==> src/rtl/logo_mix_pkg.sv <==
// Shared types and constants for the logo_mix marker path (w_mark_gen / w_detect).
package logo_mix_pkg;
  localparam logic [23:0] PIX_WHITE = 24'hffffff;

  typedef enum logic [1:0] {WAIT_SOP, ACTIVE, UPDATE} fsm_t;
  typedef logic [15:0] coord_t;

  function automatic coord_t clamp_coord(input int v, input int lo, input int hi);
    int r;
    r = v;
    if (r < lo) r = lo;
    if (r > hi) r = hi;
    return coord_t'(r);
  endfunction
endpackage

==> src/rtl/w_mark_gen_pos.sv <==
// Marker position keeper: pending host load, clamping and per-frame bounce motion.
module w_mark_pos
  import logo_mix_pkg::*;
#(
  parameter int SIZE   = 10,
  parameter int WIDTH  = 640,
  parameter int HEIGHT = 480,
  parameter int INIT_X = 10,
  parameter int INIT_Y = 100
) (
  input  logic       clk,
  input  logic       rst,
  input  coord_t     mark_x,
  input  coord_t     mark_y,
  input  logic       mark_load,
  input  logic       auto_move,
  input  logic [3:0] step_x,
  input  logic [3:0] step_y,
  input  logic       upd,
  output coord_t     pos_x,
  output coord_t     pos_y
);
  localparam int XLO = SIZE - 1;
  localparam int XHI = WIDTH - 1;
  localparam int YLO = SIZE - 1;
  localparam int YHI = HEIGHT - 1;
  localparam coord_t INIT_XC = clamp_coord(INIT_X, XLO, XHI);
  localparam coord_t INIT_YC = clamp_coord(INIT_Y, YLO, YHI);

  coord_t pos_x_q, pos_x_d, pos_y_q, pos_y_d;
  coord_t pend_x_q, pend_x_d, pend_y_q, pend_y_d;
  logic   pend_vld_q, pend_vld_d;
  logic   dir_x_q, dir_x_d, dir_y_q, dir_y_d;  // 1 = moving toward smaller coordinates
  int     nx, ny;

  always_comb begin
    pos_x_d    = pos_x_q;
    pos_y_d    = pos_y_q;
    pend_x_d   = pend_x_q;
    pend_y_d   = pend_y_q;
    pend_vld_d = pend_vld_q;
    dir_x_d    = dir_x_q;
    dir_y_d    = dir_y_q;
    nx = dir_x_q ? int'(pos_x_q) - int'(step_x) : int'(pos_x_q) + int'(step_x);
    ny = dir_y_q ? int'(pos_y_q) - int'(step_y) : int'(pos_y_q) + int'(step_y);
    if (mark_load) begin
      pend_vld_d = 1'b1;
      pend_x_d   = mark_x;
      pend_y_d   = mark_y;
    end
    if (upd) begin
      // A load landing on the update cycle is applied directly and not left pending.
      if (mark_load || pend_vld_q) begin
        pos_x_d    = clamp_coord(int'(mark_load ? mark_x : pend_x_q), XLO, XHI);
        pos_y_d    = clamp_coord(int'(mark_load ? mark_y : pend_y_q), YLO, YHI);
        pend_vld_d = 1'b0;
      end else if (auto_move) begin
        if (step_x != '0) begin
          pos_x_d = clamp_coord(nx, XLO, XHI);
          if ((!dir_x_q && nx >= XHI) || (dir_x_q && nx <= XLO)) dir_x_d = ~dir_x_q;
        end
        if (step_y != '0) begin
          pos_y_d = clamp_coord(ny, YLO, YHI);
          if ((!dir_y_q && ny >= YHI) || (dir_y_q && ny <= YLO)) dir_y_d = ~dir_y_q;
        end
      end
    end
  end

  always_ff @(posedge clk) begin
    if (rst) begin
      pos_x_q    <= INIT_XC;
      pos_y_q    <= INIT_YC;
      pend_x_q   <= INIT_XC;
      pend_y_q   <= INIT_YC;
      pend_vld_q <= 1'b0;
      dir_x_q    <= 1'b0;
      dir_y_q    <= 1'b0;
    end else begin
      pos_x_q    <= pos_x_d;
      pos_y_q    <= pos_y_d;
      pend_x_q   <= pend_x_d;
      pend_y_q   <= pend_y_d;
      pend_vld_q <= pend_vld_d;
      dir_x_q    <= dir_x_d;
      dir_y_q    <= dir_y_d;
    end
  end

  assign pos_x = pos_x_q;
  assign pos_y = pos_y_q;
endmodule

==> src/rtl/w_mark_gen.sv <==
// Overlays a SIZE x SIZE white marker on a 24-bit video stream through one
// register stage; position is fixed per frame and updated between frames.
module w_mark_gen
  import logo_mix_pkg::*;
#(
  parameter int SIZE   = 10,
  parameter int WIDTH  = 640,
  parameter int HEIGHT = 480,
  parameter int INIT_X = 10,
  parameter int INIT_Y = 100
) (
  input  logic        clk,
  input  logic        rst,
  input  logic [23:0] video_in_data,
  input  logic        video_in_valid,
  input  logic        video_in_sop,
  input  logic        video_in_eop,
  output logic        video_in_ready,
  output logic [23:0] video_out_data,
  output logic        video_out_valid,
  output logic        video_out_sop,
  output logic        video_out_eop,
  input  logic        video_out_ready,
  input  logic        mark_en,
  input  logic [15:0] mark_x,
  input  logic [15:0] mark_y,
  input  logic        mark_load,
  input  logic        auto_move,
  input  logic [3:0]  step_x,
  input  logic [3:0]  step_y,
  output logic [15:0] pos_x,
  output logic [15:0] pos_y,
  output logic        frame_done
);
  localparam logic signed [16:0] SZM1 = 17'(SIZE - 1);

  fsm_t        state_q, state_d;
  logic [23:0] data_q, data_d;
  logic        valid_q, valid_d, sop_q, sop_d, eop_q, eop_d;
  coord_t      cnt_x_q, cnt_x_d, cnt_y_q, cnt_y_d, pix_x, pix_y;
  logic        in_xfer, in_frame, in_sq;
  logic signed [16:0] x_hi, x_lo, y_hi, y_lo, px, py;

  w_mark_pos #(.SIZE(SIZE), .WIDTH(WIDTH), .HEIGHT(HEIGHT), .INIT_X(INIT_X), .INIT_Y(INIT_Y)) u_pos (
    .clk(clk), .rst(rst), .mark_x(mark_x), .mark_y(mark_y), .mark_load(mark_load),
    .auto_move(auto_move), .step_x(step_x), .step_y(step_y), .upd(state_q == UPDATE),
    .pos_x(pos_x), .pos_y(pos_y)
  );

  assign video_in_ready = video_out_ready | ~valid_q;
  assign in_xfer  = video_in_valid & video_in_ready;
  assign in_frame = (state_q == ACTIVE) | video_in_sop;
  assign pix_x    = video_in_sop ? '0 : cnt_x_q;
  assign pix_y    = video_in_sop ? '0 : cnt_y_q;

  // Signed 17-bit window so a marker near the origin never wraps its lower edge.
  assign x_hi = $signed({1'b0, pos_x});
  assign y_hi = $signed({1'b0, pos_y});
  assign x_lo = x_hi - SZM1;
  assign y_lo = y_hi - SZM1;
  assign px   = $signed({1'b0, pix_x});
  assign py   = $signed({1'b0, pix_y});
  assign in_sq = mark_en & in_frame & (px >= x_lo) & (px <= x_hi) & (py >= y_lo) & (py <= y_hi);

  always_comb begin
    data_d  = data_q;
    valid_d = valid_q;
    sop_d   = sop_q;
    eop_d   = eop_q;
    cnt_x_d = cnt_x_q;
    cnt_y_d = cnt_y_q;
    state_d = state_q;
    if (video_out_ready) valid_d = 1'b0;
    if (in_xfer) begin
      valid_d = 1'b1;
      data_d  = in_sq ? PIX_WHITE : video_in_data;
      sop_d   = video_in_sop;
      eop_d   = video_in_eop;
      if (in_frame) begin
        if (pix_x == coord_t'(WIDTH - 1)) begin
          cnt_x_d = '0;
          cnt_y_d = (pix_y == coord_t'(HEIGHT - 1)) ? pix_y : pix_y + 16'd1;
        end else begin
          cnt_x_d = pix_x + 16'd1;
          cnt_y_d = pix_y;
        end
      end
    end
    // A sop arriving during UPDATE starts the next frame rather than being lost.
    case (state_q)
      WAIT_SOP, UPDATE: begin
        if (in_xfer && video_in_sop) state_d = video_in_eop ? UPDATE : ACTIVE;
        else if (state_q == UPDATE)  state_d = WAIT_SOP;
      end
      ACTIVE:  if (in_xfer && video_in_eop) state_d = UPDATE;
      default: state_d = WAIT_SOP;
    endcase
  end

  always_ff @(posedge clk) begin
    if (rst) begin
      state_q <= WAIT_SOP;
      data_q  <= '0;
      valid_q <= 1'b0;
      sop_q   <= 1'b0;
      eop_q   <= 1'b0;
      cnt_x_q <= '0;
      cnt_y_q <= '0;
    end else begin
      state_q <= state_d;
      data_q  <= data_d;
      valid_q <= valid_d;
      sop_q   <= sop_d;
      eop_q   <= eop_d;
      cnt_x_q <= cnt_x_d;
      cnt_y_q <= cnt_y_d;
    end
  end

  assign video_out_data  = data_q;
  assign video_out_valid = valid_q;
  assign video_out_sop   = sop_q;
  assign video_out_eop   = eop_q;
  assign frame_done      = valid_q & video_out_ready & eop_q;
endmodule

==> config.mk <==
export PLATFORM = sky130hd
export DESIGN_NAME = w_mark_gen
export DESIGN_NICKNAME = d
export VERILOG_FILES = /design/src/rtl/logo_mix_pkg.sv /design/src/rtl/w_mark_gen_pos.sv /design/src/rtl/w_mark_gen.sv
export SDC_FILE = /design/constraint.sdc
export NUM_CORES = 1
export LEC_CHECK = 0
export ABC_AREA = 1
export CAP_MARGIN = 20
export CORE_MARGIN = 2
export CORE_UTILIZATION = 57
export CTS_CLUSTER_DIAMETER = 30
export DETAILED_ROUTE_END_ITERATION = 7
export PLACE_DENSITY = 0.82
export SETUP_SLACK_MARGIN = 0.05
export SLEW_MARGIN = 10
export SYNTH_ARGS = -nofsm -noshare
export SYNTH_HDL_FRONTEND = slang
export SYNTH_SLANG_ARGS = --single-unit
==> constraint.sdc <==
create_clock -name clk -period 5.9 [get_ports clk]
set_clock_uncertainty 0.05 [all_clocks]
set_input_delay 1.475 -clock clk [delete_from_list [all_inputs] [get_ports clk]]
set_output_delay 1.475 -clock clk [all_outputs]
set_load 0.1 [all_outputs]
==> results of run 1 <==
worst max path at each step:
stage	cells past startpoint	from	slack (ns)	end
2_1_floorplan	29	step_y[0]	0.93	u_pos.pos_y[6]
3_5_place_dp	27	step_x[1]	0.04	u_pos.pos_x[4]
4_1_cts	28	step_x[0]	0.44	u_pos.pos_x[6]
3_3_place_gp	28	step_x[0]	0.16	u_pos.pos_x[6]
6_report	30	step_y[0]	0.43	u_pos.pos_y[1]
5_1_grt	27	step_y[0]	0.02	u_pos.pos_y[1]
worst reg2reg max path, delay by kind of cell, from the launching register on:
family,cells,cell delay [ns]
buffers and inverters,6,0.74
AND/OR/NAND/NOR,19,2.01
flip-flops,1,0.39
adder cells (fa/ha/maj),3,0.99
AO/OA/AOI/OAI,2,0.32
cell type report:
type                            instances  area, um^2  area share (%)
Clock buffer                           18         439            3.44
Sequential cell                       128        2560            20.1
Clock inverter                         14         155            1.21
Multi-Input combinational cell       1306        7090            55.5
Inverter                              207         777            6.08
Tap cell                              234         293            2.29
Timing Repair Buffer                  150        1460            11.5
logic make-up after synthesis:
group / after synthesis / synth area share (%)
AOI/OAI and AO/OA: 281 / 14.2
adders and majority gates: 92 / 11.0
buffers and inverters: 272 / 10.4
xor gates and xnor gates: 31 / 2.52
muxes: 16 / 1.49
DFF: 128 / 23.8
and+or+nand+nor: 886 / 36.6
layer usage:
metal  global-route usage (%)  wire (um)  vias up
met1                     42.7      14200     5249
met3                     4.25       2330       90
met2                     53.5      15000      502
li1                         -          -     5822
met4                     13.8       1070        0
met5                        0          0        -
registers in the layout, summed over array words and instances (netlist names):
| register | flops |
|---|---|
| video_out_data | 24 |
| cnt_x_q | 16 |
| cnt_y_q | 16 |
| u_pos.pend_x_q | 16 |
| u_pos.pend_y_q | 16 |
| u_pos.pos_x | 16 |
| u_pos.pos_y | 16 |
| state_q | 2 |
| u_pos.dir_x_q | 1 |
| u_pos.dir_y_q | 1 |
| u_pos.pend_vld_q | 1 |
| video_out_eop | 1 |
| video_out_sop | 1 |
| video_out_valid | 1 |
power by group through the flow:
| stage | registers (uW) | clock network, uW | logic (uW) |
|---|---|---|---|
| floorplan | 1160 | 0 | 496 |
| global placement | 984 | 0 | 908 |
| detailed placement | 984 | 0 | 918 |
| CTS | 966 | 1080 | 925 |
| global route | 972 | 1120 | 1030 |
| finish | 969 | 1080 | 942 |
through the flow:
step	setup slack [ns]	total power [uW]	cell area [um^2]
global route	0.0242	3120	12800
finish	0.425	2990	12800
floorplan	0.934	1660	10800
detailed placement	0.0443	1900	12100
CTS	0.439	2970	12700
global placement	0.163	1890	12100
cell usage in the layout, fill, tap and decap left out, types with 40 or more instances in the layout:
cell             Yosys  routed
nand2_1            418     418
nor2_1             204     204
inv_1              193     190
a21oi_1            139     139
clkdlybuf4s50_1      0     129
dfxtp_1            128     128
nand3_1            120     120
o21ai_0             97      97
ha_1                88      87
nand4_1             40      40
what timing repair did:
action / 4_1_cts / 5_1_grt
hold endpoints to repair: 0 / 0
gates resized for setup: 0 / 4
endpoints found under the setup margin: 0 / 29
==> results.toml, run 1 <==
[setup_path]
cp-end-kind = "flip-flop"
worstSetupStartpointType = "primary input"
crit_family = "simple AND/OR/NAND/NOR gates"
cp_num_buf_inv = 6
r2r_cells = 30
r2r-end = "u_pos.pos_y[1]"
r2r_setup_slack_ns = 1.33
slowest_delay_ns = 0.54
crit_path_frequent_cell = "nand2_1"
critPathSlowestCell = "clkdlybuf4s50_1"
worstPathRequired_ns = 6.20
cp_max_fo = 15
crit_type = "primary input to flip-flop"
arrival_ns = 5.77
rr_startpoint = "u_pos.pos_y[0]"

[logic_synthesis]
synth_cell_types = 60
synth_cells = 1706
yosysMostFrequentCell = "nand2_1"
ys_seq_area_share_pct = 23.8
syn_nets = 1871
avgSynthCellArea_um2 = 6.31
synth_top_area_cell = "dfxtp_1"
yosys-top-cells-count = "nand2_1, nor2_1, inv_1, a21oi_1, dfxtp_1"
synth_edf_count = 0
syn_area_um2 = 10800
yosys_warnings = 0
async_reset_ff_share_pct = 0
ys.flop_type = "dfxtp_1"
ys_ff_latch = 128
synth_area_leaders = "dfxtp_1, nand2_1, ha_1"
netlist.area_leader.share_pct = 23.8

[finish]
antenna_cells = 0
final_util_pct = 68.5
num-fill-cells = 1684
fin_nets = 1975
syn2layout_area_growth_pct = 18.8
instances_no_fill = 2057
layout-drive-gt1-share_pct = 7.19

[clock_tree]
clock_latency_ns = 0.43
h-tree-depth = 4
cts_hold_buf = 0
cts_made_buffers = 17
clk_pin_slew_ns = 0.06
cts_tree = "built"
cts_setup_buffers = 0
cts-root-buf = "clkbuf_16"
clockBufferDepth = 2
clkSinkCount = 128

[sta]
grt_setup_unrepaired = "no"
setup_viol_count_final = 0
period_share_pct = 92.8
slew-limit-headroom_pct = 29.7
hold_viol = 0
whs_ns = 0.405
worstMarginPinSlew_ns = 1.05
fin_crit_ns = 5.47
clock.fmax_mhz = 183
fin_setup_tns_ns = 0
slew_viol_final = 0

[global_route]
grt_max_degree = 70
grt_pass1_wl_mm = 53.1
antenna_found_initial = 0
grt_pass1_vias = 10900
overflow = 0
gr-usage-all-layers_pct = 32.4

[min_path]
holdPathEnd = "u_pos.pend_y_q[2]"
hold_class = "flip-flop to flip-flop"
hold_start = "u_pos.pend_y_q[2]"
hold_path_depth = 2

[power]
p_int_uw = 1830
pwr-share-clk_pct = 36.0
ir_worst_vdd_v = 0.000228
p_seq_share_pct = 32.4
p_comb_share_pct = 31.5
p_sw_share_pct = 38.6
power.leakage_uw = 0.00590
powerDensity_nw_per_um2 = 234
power.switching_uw = 1150

[floorplan]
core-area_um2 = 18600
initial_core_util_pct = 57.7
die_h_um = 141
die-width_um = 141
rows = 50
dieArea_um2 = 20000
io_pins = 134

[route]
routed_wl_mm = 32.6
vias_per_cell = 5.67
first_pass_iters = 5
vias = 11700
drc = 0
postRouteAntennaNets = 0
drtIter0Drc = 1102
wl_per_cell_um = 15.8

[placement]
dp_cells = 2024
dp_hpwl_mm = 24.7
io_buffers = 133
gp_congestion = 1.08

[flow_run]
maxCapViolCount = 0

[status]
status = "finished, final reports clean"
(Power assumes the default switching activity.)
==> run 2: changes to the inputs <==
--- a/config.mk
+++ b/config.mk
@@ -5,11 +5,11 @@
 export SDC_FILE = /design/constraint.sdc
 export NUM_CORES = 1
 export LEC_CHECK = 0
-export ABC_AREA = 1
 export CAP_MARGIN = 20
 export CORE_MARGIN = 2
 export CORE_UTILIZATION = 57
 export CTS_CLUSTER_DIAMETER = 30
+export CTS_CLUSTER_SIZE = 28
 export DETAILED_ROUTE_END_ITERATION = 7
 export PLACE_DENSITY = 0.82
 export SETUP_SLACK_MARGIN = 0.05
==> run 2 against run 1 <==
Net effect:
- synthesized area shrank 2.5%
- die area fell by 2.5%
- critical path type unchanged
- sequential cell count is the same
==> results.toml, run 2 <==
[finish]
syn2layout_area_growth_pct = 23.4
layout-drive-gt1-share_pct = 8.32
antenna_cells = 0
largest_reg_flops = 24
num-fill-cells = 1460
final_common_cell = "nor2_1"
layout_common_cells = "nor2_1, dfxtp_1, clkdlybuf4s50_1, nand2_1, ha_1"
instances_no_fill = 1768
fin_nets = 1691
fin_area_um2 = 12900

[sta]
clock.fmax_mhz = 180
hold_viol = 0
fin_crit_ns = 5.56
slew_viol_final = 0
grt_setup_unrepaired = "no"
worst_slack_ns = 0.340
slew-limit-headroom_pct = 32.4
period_share_pct = 94.2
setup_viol_count_final = 0
worstMarginPinSlew_ns = 1.01
whs_ns = 0.410

[placement]
gp_congestion = 0.978
dpl_cell_area_um2 = 12300
io_buffers = 133
dp_hpwl_mm = 23.2
preCtsSetupSlack_ns = -0.198
dp_cells = 1735

[route]
wl_per_cell_um = 17.7
wl_met1_mm = 14.2
vias_per_cell = 6.23
dr_wl_met2_mm = 13.7
routed_wl_mm = 31.2
vias = 11000
drtIter0Drc = 1034
wl_met3_mm = 2.72
postRouteAntennaNets = 0
first_pass_iters = 8
drc = 0
top_layer = "met4"

[logic_synthesis]
ys.flop_type = "dfxtp_1"
ys_seq_area_share_pct = 24.4
yosysMostFrequentCell = "nor2_1"
syn_area_um2 = 10500
avgSynthCellArea_um2 = 7.59
yosys-top-cells-count = "nor2_1, dfxtp_1, nand2_1, ha_1, a21oi_1"
synth_top_area_cell = "dfxtp_1"
synth_area_leaders = "dfxtp_1, ha_1, nor2_1"
synth_cell_types = 82
async_reset_ff_share_pct = 0
netlist.area_leader.share_pct = 24.4
yosys_warnings = 0
synth_edf_count = 0
ys_ff_latch = 128
syn_nets = 1547
synth_cells = 1382

[clock_tree]
cts_made_buffers = 17
cts-root-buf = "clkbuf_16"
clk_pin_slew_ns = 0.06
h-tree-depth = 4
clockBufferDepth = 2
clkSinkCount = 128
cts_tree = "built"
clock_latency_ns = 0.42

[flow_run]
maxCapViolCount = 0

[setup_path]
r2r-end = "u_pos.pos_x[3]"
crit_family = "compound AO/OA/AOI/OAI gates"
slowest_delay_ns = 0.52
cp-end-kind = "flip-flop"
crit_type = "primary input to flip-flop"
cp_num_buf_inv = 2
r2r_cells = 19
critPathLaunch = "step_y[0]"
critPathSlowestCell = "a2111oi_4"
path_cells = "clkdlybuf4s50_1, ha_1, inv_1, fa_1, a21o_1, a2111oi_4, a32oi_1, xnor2_1, nand3_1, and4b_1, nand4_1, nor2_1, ha_1, or4_1, o211ai_1, a21oi_1, a221oi_1"
worstSetupStartpointType = "primary input"
worstPathRequired_ns = 6.18
arrival_ns = 5.84
crit_path_frequent_cell = "ha_1"
r2r_setup_slack_ns = 1.20
rr_startpoint = "u_pos.pos_x[0]"
cp_max_fo = 6

[floorplan]
rows = 49
core-area_um2 = 18000
initial_core_util_pct = 58.2
die_h_um = 140
die-width_um = 140
dieArea_um2 = 19500
io_pins = 134

[power]
power.switching_uw = 800
powerDensity_nw_per_um2 = 196
pwr-share-clk_pct = 41.2
p_int_uw = 1740
p_comb_share_pct = 22.3
p_sw_share_pct = 31.5
ir_worst_vdd_v = 0.000221
power.leakage_uw = 0.00513
p_seq_share_pct = 36.5

[min_path]
hold_class = "flip-flop to flip-flop"
holdPathEnd = "video_out_sop"
hold_path_depth = 2
hold_start = "video_out_sop"

[global_route]
overflow = 0
grt_pass1_wl_mm = 51.3
gr-usage-all-layers_pct = 31.5
grt_max_degree = 85
antenna_found_initial = 0
grt_pass1_vias = 10400

[status]
status = "finished, final reports clean"
==> run 2: changes by cell type after synthesis, sizes merged, moves of 37 or more <==
cell,previous run,this run
nor2,224,178
a21oi,144,81
nor2b,0,52
o21ai,101,63
clkbuf,31,68
nand2,430,114
inv,206,58
xnor2,3,58
nand3,127,35
==> run 2: cell families after synthesis <==
logic type,count (synthesis),synth area share (%)
flip-flops,128,24.4
AO/OA/AOI/OAI,345,22.9
AND/OR/NAND/NOR,579,27.5
multiplexers,34,3.26
adder cells (fa/ha/maj),92,11.3
XOR/XNOR,67,5.60
buffers and inverters,137,4.96
==> run 2: worst register-to-register path, cell delays in order (launching register included) <==
cell and delay, ns:
dfxtp_1 0.41, inv_1 0.25, ha_1 0.21, inv_1 0.05
fa_1 0.39, a21o_1 0.22, a2111oi_2 0.35, buf_4 0.19
a22oi_1 0.09, xnor2_1 0.25, and3_1 0.22, nand3_1 0.13
nor4_2 0.20, a21boi_1 0.20, ha_1 0.28, nor2_2 0.15
nand4_1 0.17, a311oi_2 0.37, o211ai_1 0.12, a221o_1 0.30
==> run 2: layout make-up <==
type	count	area, um^2	area share [%]
clock buffer	19	443	3.42
clock inverter	13	139	1.07
inverter	60	225	1.74
multi-input combinational	1117	7430	57.5
sequential	128	2560	19.8
tap	229	287	2.22
timing repair buffer	202	1840	14.3
==> run 2: how the worst max path moves through the flow <==
stage | end | slack (ns) | cells after the start
after global placement | u_pos.pos_x[11] | -0.08 | 19
after floorplan | u_pos.pos_x[3] | 0.43 | 17
final | u_pos.pos_y[4] | 0.34 | 17
after CTS | u_pos.pos_x[11] | 0.20 | 19
after global routing | u_pos.pos_x[11] | 0.07 | 20
after detailed placement | u_pos.pos_x[11] | -0.20 | 19
==> run 2: metrics by stage <==
stage	utilization, %	power [uW]	TNS [ns]
after floorplan	-	1310	0
after global placement	68.4	1490	-0.323
after detailed placement	68.4	1500	-1.24
after CTS	71.6	2540	0
after global routing	71.8	2630	0
final	71.8	2540	0
==> run 2: what timing repair did <==
item / 4_1_cts / 5_1_grt
gates resized for setup: 0 / 3
endpoints found under the setup margin: 0 / 9
buffers inserted: 0 / 1
hold buffers: 0 / 0
==> run 2: routing by layer <==
layer,GRT usage [%],vias to the layer above
met5,0,-
li1,-,5324
met1,43.7,5124
met4,8.63,0
met2,49.5,506
met3,7.09,58
==> run 2: power by group through the flow <==
stage	combinational, uW	sequential [uW]	clock [uW]
after floorplan	253	1060	0
after global placement	547	942	0
after detailed placement	555	943	0
after CTS	560	924	1050
after global routing	606	928	1100
final	566	925	1050
==> RTL edit 1 (settings of run 2) <==
Make the reset (`rst`) asynchronous in 2 clocked blocks.
--- a/src/rtl/w_mark_gen_pos.sv
+++ b/src/rtl/w_mark_gen_pos.sv
@@ -67,7 +67,7 @@
     end
   end
 
-  always_ff @(posedge clk) begin
+  always_ff @(posedge clk or posedge rst) begin
     if (rst) begin
       pos_x_q    <= INIT_XC;
       pos_y_q    <= INIT_YC;
--- a/src/rtl/w_mark_gen.sv
+++ b/src/rtl/w_mark_gen.sv
@@ -97,7 +97,7 @@
     endcase
   end
 
-  always_ff @(posedge clk) begin
+  always_ff @(posedge clk or posedge rst) begin
     if (rst) begin
       state_q <= WAIT_SOP;
       data_q  <= '0;
Check against the original RTL: differs if rst is asserted again (counterexample within 4 cycles, from zero or initial values and one cycle with rst high); with rst held inactive, the same outputs for 4 cycles.
==> RTL edit 1 against run 2 <==
Wire length decreased by 3.9%; synthesized area increased by 1.0%; critical path depth decreased by 1; sequential cell count unchanged; setup slack got worse by 87 ps; highest routed layer unchanged; via count decreased by 6.3%; synthesized cell count decreased by 9.6%; count of clock-buffer cells in the layout decreased by 1; cell area increased by 0.13%; worst hold slack improved by 21 ps.
Power is not compared: it rests on default switching activity, and its combinational part moved more than twofold at a synthesized area within 25%.
==> RTL edit 1: results (changes against run 2) <==
stage,metric,value,unit,change
synthesis,Synth cell types,89,,was 82
grt,first-pass GRT wire length,49.93,mm,was 51.30 mm
drt,final WL,29.99,mm,was 31.21 mm
layout,Nets,1559,,"was 1,691"
synthesis,ys async rst share,100.0,%,was 0%
setup_path,r2r setup slk,1120,ps,was 1200 ps
synthesis,"top cells by count, synth","149 x nand2_1, 118 x dfrtp_1, 88 x ha_1",,"was 177 x nor2_1, 128 x dfxtp_1, 114 x nand2_1"
outcome,status,finished clean,,unchanged
placement,GPL Wtd Cong,1.076,,was 0.9781
drt,vias per cell,6.304,,was 6.229
power_and_ir_drop,Pleak,5.605,nW,
synthesis,syn nets,1414,,"was 1,547"
drt,Iter 0 DRT Violations,903,,"was 1,034"
setup_path,crit path max fanout,8,,was 6
synthesis,cells after synthesis,1249,,"was 1,382"
grt,vias in the first global route,10140,,"was 10,410"
placement,area of placed instances,12310,µm²,"was 12,320 µm²"
synthesis,most frequent cell after synthesis,nand2_1,,was nor2_1
grt,total track usage,30.87,%,was 31.47%
grt,largest net degree at the start of global routing,63,,was 85
placement,HPWL after DPL,22.13,mm,was 23.19 mm
setup_path,FF-to-FF path depth,18,,was 19
layout,share of post-route cells with drive strength above 1,11.44,%,was 8.317%
drt,Pre-antenna DRT Iters,6,,was 8
synthesis,register area share after synthesis,30.36,%,was 24.44%
drt,wire per inst,18.33,µm,was 17.65 µm
synthesis,synth top area cells,"dfrtp_1 28%, ha_1 10%, nand2_1 5.3%, xnor2_1 4.9%, o21ai_0 3.4%",,"was dfxtp_1 24%, ha_1 11%, nor2_1 6.3%, xnor2_1 4.8%, nand2_1 4.1%"
==> RTL edit 1: worst paths after layout <==
path	from	endpoint
worst max-delay path	step_y[3]	u_pos.pos_y[13]$_DFFE_PP0P_
worst min register to register	video_out_sop$_DFFE_PP0P_	video_out_sop$_DFFE_PP0P_
worst max register to register	u_pos.pos_x[0]$_DFFE_PP0P_	u_pos.pos_x[8]$_DFFE_PP0P_
min in group asynchronous	rst	u_pos.pend_x_q[15]$_DFFE_PP0P_
max in group asynchronous	rst	u_pos.pend_y_q[5]$_DFFE_PP1P_
worst min-delay path	video_out_sop$_DFFE_PP0P_	video_out_sop$_DFFE_PP0P_
==> RTL edit 1: cell families (layout without fill, tap and decap cells) <==
logic type	count (synthesis)	in the layout	share of synthesized area, %
DFF	128	128	30.36
xor gates and xnor gates	66	66	5.458
AOI/OAI and AO/OA	303	303	20.29
and+or+nand+nor	505	505	24.37
adders and majority gates	92	92	11.15
buffers and inverters	119	277	4.655
muxes	36	36	3.710
==> RTL edit 1: power by group <==
part           leakage (nW)  total, mW  internal (mW)  switching (mW)
registers              1.59       1.33           1.03           0.298
clock network         0.285       1.11          0.672           0.443
logic                  3.73       3.24           1.11            2.13
==> RTL edit 1: layout make-up <==
class	count	area, µm²
multi-input cells	1002	6910
clock buffers	18	429.2
fillers	1405	5136
repair buffers	182	1689
inverters	63	239.0
well taps	229	286.5
clock inverters	14	180.2
flip-flops and latches	128	3216
==> RTL edit 1: worst max-delay path: stages <==
cell and delay (ps):
clkdlybuf4s50_1 540, inv_1 70, ha_1 300, buf_4 160
inv_1 140, o211ai_1 130, a211oi_1 420, nor2_1 170
xnor2_1 390, and4_1 280, nor3b_1 230, ha_1 300
or4_1 530, and4_4 250, o21a_1 200, a221o_1 320
==> RTL edit 1: what timing repair did <==
item,4_1_cts,5_1_grt
hold buffers,0,0
setup endpoints to repair,0,10
resized for setup,0,5
==> RTL edit 1: per-stage QoR <==
step           setup slack [ps]  hold slack (ps)
2_1_floorplan             391.1            390.7
3_3_place_gp              56.68            410.8
3_5_place_dp             -102.2            422.0
4_1_cts                   294.2            437.7
5_1_grt                   37.63            456.9
6_report                  252.8            431.1
==> RTL edit 1: layer usage <==
layer  GRT usage, %  share of wire, %  up-vias
met5              0                 0        -
met4          8.772               2.1        0
met3          6.017               8.6       76
met2          49.36                46      508
met1          42.94                44     4867
li1               -                 -     4862
==> RTL edit 2 (settings of run 2) <==
Without the edit above. `SIZE` is set to 10 in 2 places; all go to 8.
--- a/src/rtl/w_mark_gen_pos.sv
+++ b/src/rtl/w_mark_gen_pos.sv
@@ -2,7 +2,7 @@
 module w_mark_pos
   import logo_mix_pkg::*;
 #(
-  parameter int SIZE   = 10,
+  parameter int SIZE   = 8,
   parameter int WIDTH  = 640,
   parameter int HEIGHT = 480,
   parameter int INIT_X = 10,
--- a/src/rtl/w_mark_gen.sv
+++ b/src/rtl/w_mark_gen.sv
@@ -3,7 +3,7 @@
 module w_mark_gen
   import logo_mix_pkg::*;
 #(
-  parameter int SIZE   = 10,
+  parameter int SIZE   = 8,
   parameter int WIDTH  = 640,
   parameter int HEIGHT = 480,
   parameter int INIT_X = 10,
Behaviour: not the same (Yosys sat finds a counterexample within 4 cycles, from zero or initial values and one cycle with rst high).
==> RTL edit 2 against run 2 <==
Setup slack worse by 190 ps; largest cell class unchanged; power up 4.7%; via count down 2.7%; wire length down 1.3%; maximum frequency down 3.4%; critical endpoint is now u_pos.pos_x[2]$_SDFFE_PP0P_; worst hold slack worse by 6.2 ps; sequential cell count unchanged; cell count down 2.3%; cell area up 1.0%; non-clock buffer count up 22; count of clock-buffer cells in the layout down 1; synthesized area down 1.6%; global-route usage down 0.20 points.
==> RTL edit 2: results (changes against run 2) <==
stage,metric,value,unit,change
grt,grt met3 use,8.184,%,was 7.089%
drt,routed wire length on met2,14.21,mm,was 13.69 mm
layout,share of post-route cells with drive strength above 1,12.27,%,was 8.317%
grt,first-pass GRT wire length,50.31,mm,was 51.30 mm
setup_path,FF-to-FF path depth,17,,was 19
timing,fin crit share,97.52,%,was 94.24%
drt,Pre-antenna DRT Iters,6,,was 8
drt,routed wire length on met3,2.667,mm,was 2.719 mm
grt,GR Layer Usage met2,51.77,%,was 49.48%
setup_path,Critical Path Max Stage Delay,570,ps,was 520 ps
timing,Hold WS,404.0,ps,was 410.2 ps
synthesis,Synth cell types,89,,was 82
drt,wire per inst,17.83,µm,was 17.65 µm
synthesis,syn nets,1484,,"was 1,547"
outcome,status,finished clean,,unchanged
placement,area of placed instances,12270,µm²,"was 12,320 µm²"
power_and_ir_drop,Pleak,5.306,nW,was 5.134 nW
grt,vias in the first global route,10300,,"was 10,410"
timing,worst rel slew slack,28.74,%,was 32.38%
layout,# fillers,1361,,"was 1,460"
layout,end-of-flow core utilization,73.22,%,was 71.75%
synthesis,register area share after synthesis,24.83,%,was 24.44%
layout,Layout Cells excl Fill,1728,,"was 1,768"
grt,M1 GR Usage,40.00,%,was 43.68%
grt,total track usage,31.28,%,was 31.47%
grt,largest net degree at the start of global routing,93,,was 85
drt,wire length on met1,13.20,mm,was 14.18 mm
setup_path,r2r setup slk,980,ps,was 1200 ps
drt,total number of vias,10710,,"was 11,010"
synthesis,"top cells by count, synth","165 x nor2_1, 128 x dfxtp_1, 96 x nand2_1",,"was 177 x nor2_1, 128 x dfxtp_1, 114 x nand2_1"
setup_path,crit path max fanout,8,,was 6
setup_path,CP startpoint,step_x[1],,was step_y[0]
## RTL edit 2: area by class of cell
class | count | area share (%)
clock buffers | 18 | 3.285
clock inverters | 14 | 1.552
inverters | 60 | 1.743
multi-input cells | 1055 | 56.24
flip-flops and latches | 128 | 19.62
well taps | 229 | 2.193
repair buffers | 224 | 15.37
## RTL edit 2: cells by family (layout without fill, tap and decap cells)
| group | count (synthesis) | count (layout) | synth area share [%] |
|---|---|---|---|
| AND/OR/NAND/NOR | 543 | 543 | 27.20 |
| AO/OA/AOI/OAI | 322 | 322 | 22.15 |
| buffers and inverters | 136 | 316 | 5.419 |
| flip-flops | 128 | 128 | 24.83 |
| adder cells (fa/ha/maj) | 92 | 92 | 11.44 |
| XOR/XNOR | 61 | 61 | 5.322 |
| multiplexers | 37 | 37 | 3.637 |
## RTL edit 2: what timing repair did
item | in CTS | in global routing
gates resized for setup | 5 | 19
endpoints found under the setup margin | 13 | 30
pin swaps | 4 | 14
hold endpoints to repair | 0 | 0
buffers inserted | 0 | 3
